$ cat config.mk
export PLATFORM = sky130hd
export DESIGN_NAME = ed25519_in_framer
export DESIGN_NICKNAME = d
export VERILOG_FILES = /design/src/rtl/ed25519_in_framer.sv
export SDC_FILE = /design/constraint.sdc
export NUM_CORES = 2
export LEC_CHECK = 0
export BUFFER_PORTS_ARGS = -buffer_cell sky130_fd_sc_hd__buf_4
export CAP_MARGIN = 20
export CORE_ASPECT_RATIO = 0.6
export CORE_MARGIN = 2
export CORE_UTILIZATION = 48
export DETAILED_ROUTE_END_ITERATION = 10
export PLACE_DENSITY = 0.75
export SYNTH_ARGS = -nofsm -noshare
export SYNTH_HDL_FRONTEND = slang
export SYNTH_SLANG_ARGS = --single-unit
$ cat constraint.sdc
create_clock -name i_clk -period 11.9 [get_ports i_clk]
set_clock_uncertainty 0.15 [all_clocks]
set_input_delay 0.595 -clock i_clk [delete_from_list [all_inputs] [get_ports i_clk]]
set_output_delay 0.595 -clock i_clk [all_outputs]
set_load 0.01 [all_outputs]
$ cat src/rtl/ed25519_in_framer.sv
// Input framer for the ed25519 point-multiplication core: packs 64-bit words into
// 768-bit {M, x, y} frames held in ping-pong buffers. Optional macro: ED25519_RANGE_CHECK_EN.
module ed25519_in_framer #(
    parameter int WORD_W          = 64,
    parameter int WORDS_PER_FRAME = 12,
    parameter int BUF_DEPTH       = 2
) (
    input  logic          i_clk,
    input  logic          i_rst_n,
    input  logic          i_flush,
    input  logic          i_in_valid,
    input  logic [63:0]   i_in_data,
    output logic          o_in_ready,
    output logic          o_frame_valid,
    input  logic          i_frame_ready,
    output logic [255:0]  o_frame_m,
    output logic [255:0]  o_frame_x,
    output logic [255:0]  o_frame_y,
    output logic          o_frame_err,
    output logic [1:0]    o_occupancy
);

    localparam int FRAME_W = WORD_W * WORDS_PER_FRAME;

    logic [FRAME_W-1:0] r_buf [2];
    logic [1:0]         r_full;
    logic [3:0]         r_wcnt;
    logic               r_wptr;
    logic               r_rptr;
    logic [1:0]         r_occ;
    logic               r_in_ready;

    logic               w_acc;
    logic               w_last;
    logic               w_pop;
    logic [1:0]         w_occ_nxt;
    logic [9:0]         w_lsb;

`ifdef ED25519_RANGE_CHECK_EN
    localparam logic [255:0] P_MOD = {4'h7, {61{4'hF}}, 8'hED};

    logic [1:0]   r_err;
    logic [255:0] w_x;
    logic [255:0] w_y;
    logic         w_err;

    function automatic logic range_err(input logic [255:0] x, input logic [255:0] y);
        return (x >= P_MOD) | (y >= P_MOD);
    endfunction

    // The final word is y's least-significant word, so y is completed from the live input.
    always_comb begin
        w_x   = r_buf[r_wptr][511:256];
        w_y   = {r_buf[r_wptr][255:64], i_in_data};
        w_err = range_err(w_x, w_y);
    end

    // Error flag stored alongside each completed frame.
    always_ff @(posedge i_clk or negedge i_rst_n) begin
        if (!i_rst_n) begin
            r_err <= 2'b00;
        end else if (i_flush) begin
            r_err <= 2'b00;
        end else if (w_last) begin
            r_err[r_wptr] <= w_err;
        end
    end

    assign o_frame_err = r_err[r_rptr] & r_full[r_rptr];
`else
    assign o_frame_err = 1'b0;
`endif

    // Handshake qualification; flush overrides both the word and the frame handshake.
    always_comb begin
        w_acc     = i_in_valid & r_in_ready & ~i_flush;
        w_last    = w_acc & (r_wcnt == 4'(WORDS_PER_FRAME - 1));
        w_pop     = r_full[r_rptr] & i_frame_ready & ~i_flush;
        w_occ_nxt = r_occ + {1'b0, w_last} - {1'b0, w_pop};
        w_lsb     = 10'(FRAME_W - WORD_W) - 10'(WORD_W) * 10'(r_wcnt);
    end

    // Frame storage: word k lands most-significant first; no reset needed.
    always_ff @(posedge i_clk) begin
        if (w_acc) begin
            r_buf[r_wptr][w_lsb +: WORD_W] <= i_in_data;
        end
    end

    // Word counter, buffer pointers, occupancy and registered input ready.
    always_ff @(posedge i_clk or negedge i_rst_n) begin
        if (!i_rst_n) begin
            r_full     <= 2'b00;
            r_wcnt     <= 4'd0;
            r_wptr     <= 1'b0;
            r_rptr     <= 1'b0;
            r_occ      <= 2'd0;
            r_in_ready <= 1'b0;
        end else if (i_flush) begin
            r_full     <= 2'b00;
            r_wcnt     <= 4'd0;
            r_wptr     <= 1'b0;
            r_rptr     <= 1'b0;
            r_occ      <= 2'd0;
            r_in_ready <= 1'b1;
        end else begin
            if (w_acc) begin
                r_wcnt <= w_last ? 4'd0 : r_wcnt + 4'd1;
            end
            if (w_last) begin
                r_full[r_wptr] <= 1'b1;
                r_wptr         <= (BUF_DEPTH == 2) ? ~r_wptr : 1'b0;
            end
            if (w_pop) begin
                r_full[r_rptr] <= 1'b0;
                r_rptr         <= (BUF_DEPTH == 2) ? ~r_rptr : 1'b0;
            end
            r_occ      <= w_occ_nxt;
            r_in_ready <= (w_occ_nxt < 2'(BUF_DEPTH));
        end
    end

    assign o_in_ready    = r_in_ready;
    assign o_frame_valid = r_full[r_rptr];
    assign o_frame_m     = r_buf[r_rptr][767:512];
    assign o_frame_x     = r_buf[r_rptr][511:256];
    assign o_frame_y     = r_buf[r_rptr][255:0];
    assign o_occupancy   = r_occ;

endmodule

# Word-level counts from Yosys, hierarchy flattened
# Memories as Yosys holds them, arrays and structs flattened.
# Index checks and enable logic that the tools add are counted.
[totals] mem_bits_rw=1536 reg_bits=11 out_inout_bits=773 mem_count=1 inputBits=69
[op_classes] n_shift=2 n_lt_le_gt_ge=5 eq_ne=1 n_mux=21 n_reduce_logical=5 add_sub_neg=5 bitwise=11
[memory_table] memory="r_buf" words=2 width=768 rd=1 rd_clocked_by_memory_dff=0 write_ports=1 line="25" text="logic [FRAME_W-1:0] r_buf [2];"
[op_table] operator="768-bit two-way mux" count=1
[op_table] operator="64-bit by 12-bit variable shift with 768-bit output, first input constant" count=1
[op_table] operator="64-bit by 12-bit variable part select with 768-bit output" count=1
[op_table] operator="4-bit two-way mux" count=3
[op_table] operator="10-bit negator with 12-bit output" count=1
[op_table] operator="1-bit two-way mux" count=10
[op_table] operator="2-bit two-way mux" count=5
[op_table] operator="10-bit subtractor, first input constant" count=1
[op_table] operator="2-bit nonzero test" count=3
[op_table] operator="1-bit AND" count=5
[op_table] operator="4-bit by 1-bit adder with 4-bit output, second input constant" count=1
[op_table] operator="4-bit == test, second input constant" count=1
[op_table] operator="1-bit by 2-bit less-than comparator with 1-bit output, second input constant" count=2
[op_table] operator="1-bit NOT" count=3
[op_table] operator="2-bit by 1-bit adder with 2-bit output" count=1
[op_table] operator="2-bit AND" count=1
[op_table] operator="1-bit demux with 1-bit select" count=2
[op_table] operator="1-bit >= comparator, second input constant" count=2
[op_table] operator="1-bit logical AND" count=2
[op_table] operator="2-bit less-than comparator, second input constant" count=1
[op_table] operator="2-bit NOT" count=1
[op_table] operator="2-bit bitwise OR" count=1
[op_table] operator="2-bit by 1-bit subtractor with 2-bit output" count=1

# Longest topological paths before layout
[depth] ltp_word=10 ltp_mapped=12 ltp_nobuf=10

# Worst setup path after synthesis
# OpenSTA, ideal clock, no wires.
[synth_timing] kind="register -> register" startpoint="register r_wcnt[2]" endpoint="memory r_buf[0][256] (netlist bit), enable pin" t_required_ps=11185 synth_period_minus_slack_ps=6775 setup_time_ps=565 setup_slack_ps=5125 stages_incl_launch_ff=11 n_path_buf=5 t_arrival_ps=6059 cell_sequence="dfrtp_1 -> buf_2 -> inv_1 -> ha_1 -> buf_2 -> or3b_1 -> clkbuf_1 -> buf_2 -> buf_2 -> nand3_1 -> nor3_1"
[synth_between] elab_chain_len=4
[synth_lines] element="start: declaration" line="27" text="logic [3:0] r_wcnt;"
[synth_lines] element="start signal: assignment" line="108" text="r_wcnt <= w_last ? 4'd0 : r_wcnt + 4'd1;"
[synth_lines] element="10-bit subtractor" line="80" text="w_lsb = 10'(FRAME_W - WORD_W) - 10'(WORD_W) * 10'(r_wcnt);"
[synth_lines] element="10-bit negator with 12-bit output" line="86" text="r_buf[r_wptr][w_lsb +: WORD_W] <= i_in_data;"
[synth_lines] element="64-bit by 12-bit variable shift with 768-bit output" line="86"
[synth_lines] element="768-bit two-way mux (not written as such)" line="86"
[synth_lines] element="end: declaration" line="25"
# Every way passes these cells.

# Final worst setup path
[layout_timing] startpoint="register r_rptr" endpoint="output port o_frame_m[90]"
[layout_between] elab_chain_len=1
[layout_lines] element="start: declaration" line="29" text="logic r_rptr;"
[layout_lines] element="start signal: assignment" line="116" text="r_rptr <= (BUF_DEPTH == 2) ? ~r_rptr : 1'b0;"
[layout_lines] element="memory 2 x 768 bit"
[layout_lines] element="end: declaration" line="16" text="output logic [255:0] o_frame_m,"
# Every way passes these cells.

==> impl_metrics.ini <==
[power_and_ir_drop]
sw_frac_of_total = 0.217
clockPowerShare = 0.416
p_int_mw = 8.55
p_per_area_nw_per_um2 = 148
pwr-share-seq = 0.546
p_switching_mw = 2.38
power_mw = 10.9
peakVddDrop_v = 0.000132
p_comb_frac = 0.038
p_leak_nw = 26.4

[route]
drt-vias-per-instance = 5.92
routed_wirelength_um = 203000
drc = 0
route.vias.total = 37526
ant_nets = 0
dr.first_iter.drc_count = 5300
wire_per_inst_um = 32.1
dr.pass1.iters = 6

[floorplanning]
num_io_pins = 842
die_width_um = 466
rows = 101
core-area_um2 = 127000
fp.dieH_um = 281
die_area_um2 = 131000
initial_core_util = 0.485

[clock_tree]
cts_resized = 0
cts.sinks = 1547
ctsRootBufferMaster = clkbuf_16
cts_tree = yes
cts_buffer_depth = 3
cts_buffers = 143
clock_latency_ns = 0.74
h-tree-depth = 4
clk_pin_slew_ns = 0.06

[global_routing]
gr-total-overflow = 0
grt_use_total = 0.301
antenna_found_initial = 36
grt_pass1_wl_um = 273000
first_global_vias = 35754
grt_max_degree = 180

[yosys]
ys_seq_area_frac = 0.756
yosys-top-cells-area = edfxtp_1 75%, mux2_2 14%, nor2_1 3.2%
muxShareOfSynthArea = 0.141
synth_compound_area_frac = 0.0174
syn_inst = 3689
yosysWarnings = 0
ys_ff_latch = 1547
ys_types = 42
synthSimpleGateAreaFrac = 0.0625
syn_avg_cell_area_um2 = 16.6
synth-edff-count = 1536
synthAdderAreaFrac = 0.00163
synth_top_family_by_area = multiplexers
synth_xor_xnor_area_share = 0.000714
synth_top_area_cell = edfxtp_1
async_reset_ff_frac = 0.00711
syn-num-nets = 3766
syn_area_um2 = 61400
synth_top_area_frac = 0.752
synthFlopType = edfxtp_1

[setup_path]
startpoint_type = flip-flop
crit_buf_inv = 3
cp_cell_sequence = buf_4 > buf_12 > mux2_2 > buf_4
cp_common_cell = buf_4
endpoint_kind = primary output
cp.arrival_ns = 4.31
crit_path_top_delay_cell = dfrtp_4
cp.required_ns = 11.16
max_stage_delay_ns = 1.14
cp_top_family = buffers and inverters
startpoint = r_rptr$_DFFE_PN0P_
crit_fanout = 179
critPathKind = reg -> out
r2r_slack_ns = 7.60
r2r-start = r_wcnt[2]$_DFFE_PN0P_

[timing]
worst_pin_slew_ns = 1.30
finalSetupViolCount = 0
max_slew_margin = 0.133
fin_crit_ns = 5.05
hold_viol = 0
final.setup.tns_ns = 0
fin_ws_ns = 6.85
fin_crit_sh = 0.425
slew_violations = 0
fmaxAchievable_mhz = 198
rsz0062_at_grt = false

[place]
dp.cells = 6051
dp_hpwl_um = 127000
port_buffers = 840
place_ws_ns = 7.65
gp_congestion = 0.815

[run]
maxCapViolCount = 0

[run_status]
status = finished clean

[final_layout]
area_delta_synth_final_pct = 20.5
nNetsFinal = 4579
drive_above_1_share = 0.412
instances_no_fill = 6339
nFillCells = 9607

[min_path]
hp-class = in -> async
sequential cells by signal, summed over array words and instances, names as in the netlist:
| register | cells |
|---|---|
| o_occupancy | 2 |
| r_full | 2 |
| r_rptr | 1 |
| r_buf | 1536 |
| r_wptr | 1 |
| o_in_ready | 1 |
| r_wcnt | 4 |
worst reg2reg max path, stage by stage (launching register included):
cell,delay (ns)
dfrtp_1,0.59
inv_1,0.12
ha_1,0.56
or3b_4,0.95
buf_4,0.81
nand3_1,0.63
a21oi_1,0.33
path summary, 6_finish.rpt:
kind                       depth (start not counted)                 endpoint
max in group asynchronous                          2       r_rptr$_DFFE_PN0P_
setup reg to reg                                   6  r_buf[0][671]$_DFFE_PP_
hold reg to reg                                    1      r_full[1]$_DFF_PN0_
hold / removal                                     2       r_rptr$_DFFE_PN0P_
min in group i_clk                                 3  r_buf[0][260]$_DFFE_PP_
setup / recovery                                   4            o_frame_m[90]
kinds of logic after synthesis:
kind of cell    after synthesis
compound gates              208
mux                         769
fa+ha+maj                     8
xor+xnor                      5
buf+inv                     248
other cells                   1
flops                      1547
simple gates                903
stage by stage:
stage	utilization	hold WS (ns)	instance area [um2]
after floorplan	-	0.149	61400
after global placement	0.547	0.291	69300
after detailed placement	0.547	0.293	69300
after CTS	0.583	0.0875	73900
after global routing	0.583	0.119	73900
final	0.584	0.153	73900
metal layers:
| layer | vias to the layer above | GRT usage | share of wire |
|---|---|---|---|
| met3 | 399 | 0.0810 | 0.11 |
| met4 | 4 | 0.141 | 0.049 |
| li1 | 15477 | - | - |
| met5 | - | 0 | 0.00016 |
| met2 | 2384 | 0.464 | 0.46 |
| met1 | 19262 | 0.400 | 0.37 |
synthesized netlist by cell type (all sizes together) (2+ instances only):
cell type,instances
a211oi,2
o21ai,3
inv,5
a21oi,196
dfrtp,11
nor3,23
buf,192
nor2,519
ha,8
and3b,3
clkbuf,51
nor2b,6
and2,65
nand3b,3
a31oi,2
mux2,768
nand2b,2
xnor2,4
nor3b,2
nand2,140
edfxtp,1536
nand4,2
nand3,131
and3,2
area by class of cell:
class                   instances  area (um2)  area share
flip-flops and latches       1547       46400       0.628
multi-input cells            1894       13900       0.188
repair buffers                911        6870      0.0930
clock buffers                 176        3790      0.0512
well taps                    1699        2130      0.0288
clock inverters                84         751      0.0102
diodes                         23        57.6    0.000779
inverters                       5        18.8    0.000254
power by group through the flow:
stage,combinational [mW],sequential [mW],clock (mW)
floorplan,0.167,6.08,0
global placement,0.408,6.08,0
detailed placement,0.413,6.08,0
CTS,0.416,5.97,4.58
global route,0.432,5.96,4.77
finish,0.416,5.97,4.54
repair_timing:
action	4_1_cts	5_1_grt
setup buffers	0	0
hold buffers	5	0
endpoints found under the hold margin	22	0
placed cells by master, fill, tap and decap left out, drive strengths merged, types with 63 or more instances in the layout:
master and count:
and2 65, mux2 768, a21oi 196, buf 906
clkbuf 176, nor2 519, edfxtp 1536, clkinv 63
nand3 131, nand2 140
Note: power is estimated with default switching activity, not from simulation.
